<file path="config.mk">
export PLATFORM = sky130hd
export DESIGN_NAME = sum_bin2bcd_flat
export DESIGN_NICKNAME = d
export VERILOG_FILES = /design/src/rtl/sum_pkg.sv /design/src/rtl/sum_bin2bcd_if.sv /design/src/rtl/sum_bin2bcd_add3.sv /design/src/rtl/sum_bin2bcd.sv /design/src/flat_wrapper.sv
export SDC_FILE = /design/constraint.sdc
export NUM_CORES = 1
export LEC_CHECK = 0
export BUFFER_PORTS_ARGS = -buffer_cell sky130_fd_sc_hd__buf_2
export CORE_MARGIN = 5
export CORE_UTILIZATION = 51
export DETAILED_ROUTE_END_ITERATION = 8
export GPL_ROUTABILITY_DRIVEN = 0
export PLACE_DENSITY_LB_ADDON = 0.1
export SLEW_MARGIN = 10
export SYNTH_ARGS = -nofsm -noshare
export SYNTH_HDL_FRONTEND = slang
export SYNTH_HIERARCHICAL = 1
export SYNTH_SLANG_ARGS = --single-unit
</file>
<file path="constraint.sdc">
create_clock -name clk -period 7.2 [get_ports clk]
set_input_delay 1.44 -clock clk [delete_from_list [all_inputs] [get_ports clk]]
set_output_delay 1.44 -clock clk [all_outputs]
set_load 0.01 [all_outputs]
</file>
<file path="src/rtl/sum_pkg.sv">
// rtl/sum_pkg.sv - shared constants, state encoding and sizing helper for the sum path
//
// Purpose: definitions shared by the 32+32 adder and its BCD conversion stage.
// Ports:   none (package).
package sum_pkg;

  localparam int SUM_W      = 33;
  localparam int BCD_DIGITS = 10;
  localparam logic [3:0] BCD_BLANK = 4'hF;

  typedef enum logic [1:0] {
    IDLE    = 2'd0,
    CONVERT = 2'd1,
    DONE    = 2'd2
  } bcd_state_t;

  // Decimal digits needed to show the largest w-bit unsigned value (w <= 63).
  function automatic int bcd_digits_for(input int w);
    logic [63:0] v;
    int          n;
    v = (64'd1 << w) - 64'd1;
    n = 1;
    while (v > 64'd9) begin
      v = v / 64'd10;
      n = n + 1;
    end
    return n;
  endfunction

endpackage

</file>
<file path="src/rtl/sum_bin2bcd_if.sv">
// rtl/sum_bin2bcd_if.sv - handshake bundle between the adder sum and the BCD converter
//
// Purpose: groups the input-side and output-side valid/ready signals of sum_bin2bcd.
// Ports (signals):
//   in_bin[IN_W]      binary value offered to the converter
//   in_valid/in_ready input handshake
//   bcd[4*DIGITS]     packed BCD result, digit 0 in bits [3:0]
//   out_valid/out_ready output handshake
//   busy              conversion in progress
// Modports: master = producer/consumer side (testbench, adder, display), slave = converter.
interface sum_bin2bcd_if #(
  parameter int IN_W   = sum_pkg::SUM_W,
  parameter int DIGITS = sum_pkg::BCD_DIGITS
);

  logic [IN_W-1:0]     in_bin;
  logic                in_valid;
  logic                in_ready;
  logic [4*DIGITS-1:0] bcd;
  logic                out_valid;
  logic                out_ready;
  logic                busy;

  modport master (
    output in_bin, in_valid, out_ready,
    input  in_ready, bcd, out_valid, busy
  );

  modport slave (
    input  in_bin, in_valid, out_ready,
    output in_ready, bcd, out_valid, busy
  );

endinterface

</file>
<file path="src/rtl/sum_bin2bcd_add3.sv">
// rtl/sum_bin2bcd_add3.sv - one-digit double-dabble correction (x>=5 ? x+3 : x)
//
// Purpose: combinational BCD digit adjust applied before each left shift.
// Ports:
//   x  input  4  BCD digit before correction
//   y  output 4  corrected digit
module bcd_add3 (
  input  logic [3:0] x,
  output logic [3:0] y
);

  assign y = (x >= 4'd5) ? x + 4'd3 : x;

endmodule

</file>
<file path="src/rtl/sum_bin2bcd.sv">
// rtl/sum_bin2bcd.sv - iterative binary-to-packed-BCD converter for the adder sum
//
// Purpose: converts an IN_W-bit binary value to DIGITS packed BCD digits with a
//          shift-add-3 engine, one bit per clock, one conversion in flight.
// Optional: define SUM_BCD_BLANK_EN to replace leading zero digits (above digit 0)
//           with the blank code on the transition into DONE.
// Ports:
//   clk  input   sole clock, rising edge
//   rst  input   asynchronous active-high reset
//   bus  slave   sum_bin2bcd_if: in_bin/in_valid/in_ready, bcd/out_valid/out_ready, busy
module sum_bin2bcd
  import sum_pkg::*;
#(
  parameter int IN_W   = SUM_W,
  parameter int DIGITS = BCD_DIGITS
) (
  input  logic          clk,
  input  logic          rst,
  sum_bin2bcd_if.slave  bus
);

  localparam int CNT_W = $clog2(IN_W + 1);
  localparam int BCD_W = 4 * DIGITS;

  // Too few digits would silently truncate the largest sum.
  if (DIGITS < bcd_digits_for(IN_W)) begin : g_digits_check
    $fatal(1, "sum_bin2bcd: DIGITS too small for IN_W");
  end

  bcd_state_t        state, state_nxt;
  logic [IN_W-1:0]   bin_sh;
  logic [BCD_W-1:0]  bcd_sh;
  logic [BCD_W-1:0]  bcd_adj;
  logic [BCD_W-1:0]  bcd_shifted;
  logic [BCD_W-1:0]  bcd_final;
  logic [BCD_W-1:0]  bcd_q;
  logic [CNT_W-1:0]  cnt;

  logic load, step, last;
  logic in_ready_c, busy_c, out_valid_c;

  for (genvar g = 0; g < DIGITS; g++) begin : g_add3
    bcd_add3 u_add3 (
      .x (bcd_sh[4*g +: 4]),
      .y (bcd_adj[4*g +: 4])
    );
  end

  // Top bit of the binary shifter enters the units digit.
  assign bcd_shifted = {bcd_adj[BCD_W-2:0], bin_sh[IN_W-1]};

`ifdef SUM_BCD_BLANK_EN
  // Scan from the most significant digit down; zeros before the first
  // nonzero digit are blanked. Digit 0 is always shown.
  always_comb begin
    logic seen;
    bcd_final = bcd_shifted;
    seen      = 1'b0;
    for (int i = DIGITS - 1; i >= 1; i--) begin
      if (bcd_shifted[4*i +: 4] != 4'd0) begin
        seen = 1'b1;
      end else if (!seen) begin
        bcd_final[4*i +: 4] = BCD_BLANK;
      end
    end
  end
`else
  assign bcd_final = bcd_shifted;
`endif

  always_ff @(posedge clk or posedge rst) begin
    if (rst) begin
      state <= IDLE;
    end else begin
      state <= state_nxt;
    end
  end

  always_comb begin
    state_nxt   = state;
    load        = 1'b0;
    step        = 1'b0;
    last        = 1'b0;
    in_ready_c  = 1'b0;
    busy_c      = 1'b0;
    out_valid_c = 1'b0;
    case (state)
      IDLE: begin
        in_ready_c = 1'b1;
        if (bus.in_valid) begin
          load      = 1'b1;
          state_nxt = CONVERT;
        end
      end
      CONVERT: begin
        busy_c = 1'b1;
        step   = 1'b1;
        if (cnt == CNT_W'(1)) begin
          last      = 1'b1;
          state_nxt = DONE;
        end
      end
      DONE: begin
        out_valid_c = 1'b1;
        if (bus.out_ready) begin
          state_nxt = IDLE;
        end
      end
      default: state_nxt = IDLE;
    endcase
  end

  // cnt only decrements in CONVERT, where it is at least 1, so it cannot wrap.
  always_ff @(posedge clk or posedge rst) begin
    if (rst) begin
      bin_sh <= '0;
      bcd_sh <= '0;
      cnt    <= '0;
      bcd_q  <= '0;
    end else if (load) begin
      bin_sh <= bus.in_bin;
      bcd_sh <= '0;
      cnt    <= CNT_W'(IN_W);
    end else if (step) begin
      bin_sh <= bin_sh << 1;
      bcd_sh <= bcd_shifted;
      cnt    <= cnt - CNT_W'(1);
      if (last) begin
        bcd_q <= bcd_final;
      end
    end
  end

  // in_ready is held low while rst is asserted and rises once it is released.
  assign bus.in_ready  = in_ready_c & ~rst;
  assign bus.busy      = busy_c;
  assign bus.out_valid = out_valid_c;
  assign bus.bcd       = bcd_q;

endmodule

</file>
<file path="src/flat_wrapper.sv">
// flat-port wrapper written by rule: the top's interface ports become plain ports
module sum_bin2bcd_flat import sum_pkg::*;
#(
  parameter int IN_W   = SUM_W,
  parameter int DIGITS = BCD_DIGITS
)
  (clk, rst, bus_in_bin, bus_in_valid, bus_out_ready, bus_in_ready, bus_bcd, bus_out_valid, bus_busy);
  sum_bin2bcd_if #(.IN_W(IN_W), .DIGITS(DIGITS)) bus_i ();
  input  logic clk;
  input  logic rst;
  input wire logic [$bits(bus_i.in_bin)-1:0] bus_in_bin;
  input wire logic [$bits(bus_i.in_valid)-1:0] bus_in_valid;
  input wire logic [$bits(bus_i.out_ready)-1:0] bus_out_ready;
  output wire logic [$bits(bus_i.in_ready)-1:0] bus_in_ready;
  output wire logic [$bits(bus_i.bcd)-1:0] bus_bcd;
  output wire logic [$bits(bus_i.out_valid)-1:0] bus_out_valid;
  output wire logic [$bits(bus_i.busy)-1:0] bus_busy;
  assign bus_i.in_bin = bus_in_bin;
  assign bus_i.in_valid = bus_in_valid;
  assign bus_i.out_ready = bus_out_ready;
  assign bus_in_ready = bus_i.in_ready;
  assign bus_bcd = bus_i.bcd;
  assign bus_out_valid = bus_i.out_valid;
  assign bus_busy = bus_i.busy;
  sum_bin2bcd #(.IN_W(IN_W), .DIGITS(DIGITS)) u_core (.clk(clk), .rst(rst), .bus(bus_i));
endmodule
</file>
==> results.cfg, run 1 <==
[outcome]
status = complete, no violations

[grt]
grt.met1_usage = 0.237
use_met2 = 0.293
grt_overflow = 0
grt_pass1_wl_mm = 21.1
met3_usage = 0.0474
grt_max_degree = 73
grt_pass1_vias = 4556
grt_use_total = 0.181
antenna_found_initial = 0
grt.busiest_layer = met2

[power]
power.leakage_uw = 0.00370
p_total_uw = 3390
power_density_nw_per_um2 = 478
irDropWorstVdd_uv = 211

[timing]
hold_viol = 0
whs_ns = 0.480
tns_ns = 0
rsz0062_at_grt = false
relSlewSlack = 0.273
slew_violations = 0
finClkSkew_ns = 0.00645
finalSetupViolCount = 0
worst_pin_slew_ns = 1.09
period_needed_ns = 4.04
final.period_utilization = 0.562
max_freq_mhz = 247
setup_ws_ns = 3.16

[logic_synthesis]
syn_nets = 663
yosys_warnings = 6
synth_area_um2 = 6050
netlist_instances = 604
avgSynthCellArea_um2 = 10.0

[placement]
portBuffers = 79
dp_hpwl_mm = 7.76
dp_cells = 798
dpl_worst_slack_ns = 3.53

[layout]
n_antenna_cell = 0
drive_gt1_frac = 0.249
seq_area_um2 = 3030
multi_input_area_um2 = 2780
nets = 733
nFillCells = 962
instances_no_fill = 830
area_delta_synth_final_pct = 17.0

[clock_network]
clock_latency_ns = 0.41
holdBufCountCts = 0
cts_tree = built
cts.path.max_buffers = 2
cts_setup_buffers = 0
cts_buffers = 17
clkTransAtPathRegs_ns = 0.05
cts_resized = 0
cts-root-buf = clkbuf_16
numClockSinks = 121
htreeDepth = 4

[min_path]
min_from = u_core/bin_sh[21]
hold_path_class = register to register

[floorplanning]
start_util = 0.526
fp.coreArea_um2 = 11500
die_w_um = 119
die_area_um2 = 14200
num_rows = 39
fp.dieH_um = 119
ios = 80

[setup_path]
worst-endpoint-required_ns = 5.76
worst_setup_path_start_kind = register
r2r_start = u_core/state[0]
critical_path_arrival_ns = 2.60
critPathMaxFanout = 46
cp-startpoint = u_core/state[0]
endpoint_kind = primary output
path_class = register to primary output

[job]
drv_cap = 0

[routing]
dr.pass1.iters = 5
avgRoutedWirePerCell_um = 14.6
drc_errors = 0
wl_mm = 12.1
drt-initial-drc-count = 322
ant_nets = 0
route.vias.total = 4421
drt-vias-per-instance = 5.33
[per-layer routing]
layer | routed length, um | part of all wire
met5 | 0 | 0
met4 | 158 | 0.013
met3 | 510 | 0.042
met2 | 5700 | 0.47
met1 | 5710 | 0.47
[final timing paths]
kind,end,slack (ns),depth (start not counted)
min in group asynchronous,u_core/bin_sh[9],1.25,2
max in group asynchronous,u_core/bus.bcd[30],4.74,3
worst min-delay path,u_core/bin_sh[21],0.48,2
worst max-delay path,bus_busy,3.16,4
worst min register to register,u_core/bin_sh[21],0.48,2
worst max register to register,u_core/bus.bcd[11],3.57,5
[registers in the layout, summed over array words and instances, names as in the netlist]
register / count
u_core/bcd_sh: 40
u_core/bus.bcd: 40
u_core/bin_sh: 33
u_core/state: 2
u_core/cnt: 6
[critical path, stage by stage, from the launching register on]
cell and delay, ns:
dfrtp_1 0.32, buf_4 0.37, nand2b_2 0.61, inv_4 0.65, buf_2 0.23
[power by group]
group | internal [uW] | switching (uW)
sequential | 975 | 216
combinational | 601 | 798
clock | 516 | 279
total | 2090 | 1290
[stage by stage]
stage                util  cell area (um2)
floorplan               -             6050
global route        0.615             7080
global placement    0.566             6520
detailed placement  0.566             6520
finish              0.615             7080
CTS                 0.615             7080
[cell type report]
cell class | instances | share of cell area
Tap cell | 143 | 0.0253
Sequential cell | 121 | 0.427
Timing Repair Buffer | 84 | 0.0611
Clock buffer | 24 | 0.0708
Inverter | 24 | 0.0134
Multi-Input combinational cell | 426 | 0.392
Clock inverter | 8 | 0.00954
[cells in the final DEF, fill, tap and decap left out, types with 5 or more instances in the layout]
cell type / n
nor2_1: 12
buf_4: 5
ha_1: 22
clkbuf_16: 17
o21ai_0: 44
clkbuf_8: 5
a21oi_2: 10
nand3_1: 43
dfrtp_1: 121
a22oi_1: 32
buf_2: 79
xnor2_1: 10
mux2i_1: 11
nand2b_1: 20
inv_1: 22
mux2_4: 39
o21ai_1: 9
nand2_1: 156
clkinv_2: 6
Power figures use the tool's default switching activity.
==> run 2, diff against run 1 <==
--- a/config.mk
+++ b/config.mk
@@ -5,6 +5,7 @@
 export SDC_FILE = /design/constraint.sdc
 export NUM_CORES = 1
 export LEC_CHECK = 0
+export ABC_AREA = 1
 export BUFFER_PORTS_ARGS = -buffer_cell sky130_fd_sc_hd__buf_2
 export CORE_MARGIN = 5
 export CORE_UTILIZATION = 51
==> constraint.sdc (replaced) <==
create_clock -name clk -period 3.5 [get_ports clk]
set_input_delay 0.7 -clock clk [delete_from_list [all_inputs] [get_ports clk]]
set_output_delay 0.7 -clock clk [all_outputs]
set_load 0.01 [all_outputs]
==> run 2 against run 1 <==
Area after synthesis increased by 8.2%; clock-buffer cell count unchanged; sequential share of layout area down 2.6 points.
==> results.cfg, run 2 <==
[grt]
use_met2 = 0.314
grt.met1_usage = 0.240
grt_max_degree = 87
met3_usage = 0.0453
antenna_found_initial = 0
grt.busiest_layer = met2
grt_use_total = 0.190
grt_pass1_vias = 5250
grt_pass1_wl_mm = 23.2
grt_overflow = 0

[clock_network]
cts.path.max_buffers = 2
clkTransAtPathRegs_ns = 0.05
cts_setup_buffers = 0
cts_resized = 0
numClockSinks = 121
htreeDepth = 4
holdBufCountCts = 0
clock_latency_ns = 0.41
cts_buffers = 17
cts_tree = built
cts-root-buf = clkbuf_16

[timing]
final.period_utilization = 0.652
tns_ns = 0
worst_pin_slew_ns = 0.961
relSlewSlack = 0.359
finClkSkew_ns = 0.00591
setup_ws_ns = 1.22
period_needed_ns = 2.28
slew_violations = 0
hold_viol = 0
finalSetupViolCount = 0
max_freq_mhz = 438
rsz0062_at_grt = false

[setup_path]
path_class = register to primary output
crit_chain = nor2_4 > buf_4 > buf_2
endpoint_kind = primary output
worst-endpoint-required_ns = 2.80
max_stage_delay_ns = 0.42
critical_path_arrival_ns = 1.58
worst_setup_path_start_kind = register
critPathMaxFanout = 38
slowest_stage = dfrtp_1

[layout]
drive_gt1_frac = 0.267
instances_no_fill = 1015
area_delta_synth_final_pct = 15.1
final_cell_mix = nand2_1 (173), dfrtp_1 (121), nand3_1 (81), buf_2 (79), inv_1 (77)
n_antenna_cell = 0
layout_commonest_cell = nand2_1
nets = 889
postLayoutCoreUtil = 0.597

[power]
irDropWorstVdd_uv = 462
power.leakage_uw = 0.00367
power_density_nw_per_um2 = 987

[routing]
ant_nets = 0
dr.pass1.iters = 4
drc_errors = 0
route.vias.total = 5100
avgRoutedWirePerCell_um = 13.1
drt-initial-drc-count = 284
drt-vias-per-instance = 5.02
wl_mm = 13.3

[placement]
dp_cells = 983
portBuffers = 79
dpl_worst_slack_ns = 1.26
dp_hpwl_mm = 8.93

[floorplanning]
fp.coreArea_um2 = 12600
die_area_um2 = 15200
ios = 80
num_rows = 41
fp.dieH_um = 123
start_util = 0.519
die_w_um = 123

[logic_synthesis]
avgSynthCellArea_um2 = 8.61
syn_nets = 820
synth_area_um2 = 6550
yosys_warnings = 6
netlist_instances = 761

[outcome]
status = complete, no violations

[job]
drv_cap = 0

[min_path]
hold_path_class = input pin to async pin
## run 2: worst paths after layout
check	slack (ns)	startpoint	endpoint	cells after the start
setup / recovery	1.22	u_core/state[1]	bus_busy	3
hold / removal	0.31	rst	u_core/bus.bcd[21]	2
setup reg to reg	1.54	u_core/state[1]	u_core/bcd_sh[32]	6
hold reg to reg	0.48	u_core/cnt[4]	u_core/cnt[4]	1
max in group asynchronous	2.43	rst	u_core/bcd_sh[32]	3
min in group clk	0.48	u_core/cnt[4]	u_core/cnt[4]	1
## run 2: critical path, delay by kind of cell (launching register included)
kind                   cells  cell delay, ns
buffers and inverters      2            0.59
flip-flops                 1            0.42
AND/OR/NAND/NOR            1            0.15
## run 2: per-stage QoR
step,total power [uW],hold slack (ns),area (um2)
2_1_floorplan,5150,0.446,6550
3_3_place_gp,5700,0.462,6990
3_5_place_dp,5870,0.474,6990
4_1_cts,7520,0.309,7540
5_1_grt,8100,0.333,7540
6_report,7440,0.313,7540
## run 2: power by group
group          total [uW]  internal, uW  switching (uW)
Sequential           2510          2030             480
Combinational        3310          1230            2080
Clock                1620          1020             593
Total                7440          4280            3160
## run 2: layout make-up
cell class                      count  area (um2)
Clock inverter                      8        70.1
Fill cell                        1129        5080
Tap cell                          172         215
Inverter                           93         358
Timing Repair Buffer               85         465
Clock buffer                       24         482
Sequential cell                   121        3030
Multi-Input combinational cell    512        2920
## run 2: routing by layer
layer / wire, um / part of all wire
met2: 6310 / 0.48
met1: 6200 / 0.47
met3: 484 / 0.037
met4: 257 / 0.019
met5: 0 / 0
==> run 3, diff against run 2 <==
==> constraint.sdc (replaced) <==
create_clock -name clk -period 2.11 [get_ports clk]
set_input_delay 0.422 -clock clk [delete_from_list [all_inputs] [get_ports clk]]
set_output_delay 0.422 -clock clk [all_outputs]
set_load 0.01 [all_outputs]
==> run 3 against run 2 <==
Critical path depth is 1 higher; clock power is 57% higher; final cell count is 0.20% higher; register-to-register slack worse by 0.94 ns; routed wire length is 0.17% higher; utilization is 0.55 points higher; flip-flop and latch count stayed put; sequential share of layout area is 0.36 points lower; design area is 0.91% higher; critical endpoint is now bus_in_ready; largest power group unchanged.
==> results.cfg, run 3 (same netlist as run 2, synthesis figures left out) <==
[timing]
hold_viol = 0
finClkSkew_ns = 0.00695
period_needed_ns = 1.70
max_freq_mhz = 589
whs_ns = 0.146
rsz0062_at_grt = false
relSlewSlack = 0.620
slew_violations = 0
tns_ns = 0
worst_pin_slew_ns = 0.570
final.period_utilization = 0.804
setup_ws_ns = 0.413
finalSetupViolCount = 0

[floorplanning]
start_util = 0.519
ios = 80
num_rows = 41
fp.coreArea_um2 = 12600
die_w_um = 123
die_area_um2 = 15200
fp.dieH_um = 123

[outcome]
status = complete, no violations

[setup_path]
crit_chain = inv_2 > nand2_4 > nor2_1 > buf_2
max_stage_delay_ns = 0.42
endpoint_kind = primary output
path_class = register to primary output
critical_path_arrival_ns = 1.28
worst-endpoint-required_ns = 1.69
r2r_slack_ns = 0.60
r2r_start = u_core/cnt[1]
rr_endpoint = u_core/bus.bcd[19]
rr_worst_depth = 8
critPathMaxFanout = 3
worst_setup_path_start_kind = register
slowest_stage = dfrtp_1

[job]
drv_cap = 0

[routing]
drt-initial-drc-count = 289
drc_errors = 0
drt-vias-per-instance = 5.04
ant_nets = 0
wl_mm = 13.3
avgRoutedWirePerCell_um = 13.1
dr.pass1.iters = 5
route.vias.total = 5125

[power]
irDropWorstVdd_uv = 807
power_density_nw_per_um2 = 1620
power.leakage_uw = 0.00371

[layout]
fin_area_um2 = 7610
final_cell_mix = nand2_1 (173), dfrtp_1 (121), nand3_1 (81), buf_2 (79), inv_1 (77)
nFillCells = 1115
nets = 896
drive_gt1_frac = 0.272
n_antenna_cell = 0
area_delta_synth_final_pct = 16.2
postLayoutCoreUtil = 0.603
layout_commonest_cell = nand2_1

[clock_network]
cts_buffers = 17
cts_tree = built
clock_latency_ns = 0.41
cts_setup_buffers = 0
clkTransAtPathRegs_ns = 0.05
cts_resized = 0
htreeDepth = 4
numClockSinks = 121
cts-root-buf = clkbuf_16
cts.path.max_buffers = 2
holdBufCountCts = 0

[grt]
grt_overflow = 0
grt_pass1_wl_mm = 22.7
grt_max_degree = 68
antenna_found_initial = 0
grt_pass1_vias = 5028
grt_use_total = 0.188

[placement]
portBuffers = 79
dpl_worst_slack_ns = 0.629
placed_cell_area_um2 = 7090
dp_hpwl_mm = 9.22

[min_path]
hold_path_class = input pin to async pin
-- run 3: cell count changes in the layout (fill, tap and decap cells not counted) --
| cell | before | now |
|---|---|---|
| buf_12 | 2 | 6 |
| buf_4 | 4 | 7 |
| bufinv_16 | 1 | 0 |
| clkbuf_1 | 4 | 1 |
| clkbuf_8 | 3 | 5 |
| clkinv_2 | 5 | 4 |
| clkinvlp_4 | 3 | 1 |
-- run 3: how the worst max path moves through the flow --
| stage | slack (ns) | endpoint | startpoint | depth (start not counted) |
|---|---|---|---|---|
| floorplan | 0.20 | u_core/bcd_sh[0] | rst | 1 |
| global placement | 0.67 | u_core/bcd_sh[6] | bus_in_valid | 7 |
| detailed placement | 0.63 | u_core/bus.bcd[0] | u_core/cnt[1] | 8 |
| CTS | 0.38 | bus_in_ready | u_core/state[1] | 4 |
| global route | 0.33 | bus_in_ready | u_core/state[0] | 4 |
| finish | 0.41 | bus_in_ready | u_core/state[1] | 4 |
-- run 3: cell type report --
cell class | instances | area [um2] | share of cell area
Tap cell | 172 | 215 | 0.0283
Inverter | 93 | 358 | 0.0470
Timing Repair Buffer | 92 | 568 | 0.0747
Sequential cell | 121 | 3030 | 0.398
Clock buffer | 23 | 498 | 0.0655
Clock inverter | 4 | 20.0 | 0.00263
Multi-Input combinational cell | 512 | 2920 | 0.384
-- run 3: worst max-delay path: cells and delay by family (launching register included) --
| family | cells | cell delay [ns] |
|---|---|---|
| buf+inv | 2 | 0.26 |
| flops | 1 | 0.42 |
| simple gates | 2 | 0.19 |
-- run 3: where the power goes --
part           switching (uW)  leakage [uW]  total [uW]  internal, uW
Sequential                788       0.00153        4150          3370
Combinational            3490       0.00192        5620          2140
Clock                     937      0.000262        2550          1610
-- run 3: routing by layer --
metal  up-vias  GRT usage  routed length [um]
met5         -          0                   0
met4         0     0.0720                 212
met3        17     0.0467                 595
met2       103      0.306                6300
met1      2404      0.242                6170
li1       2601          -                   -
-- run 3: through the flow --
stage,total power (uW),instances
floorplan,8540,761
global placement,9580,990
detailed placement,9840,990
CTS,12500,1017
global route,13400,1017
finish,12300,1017
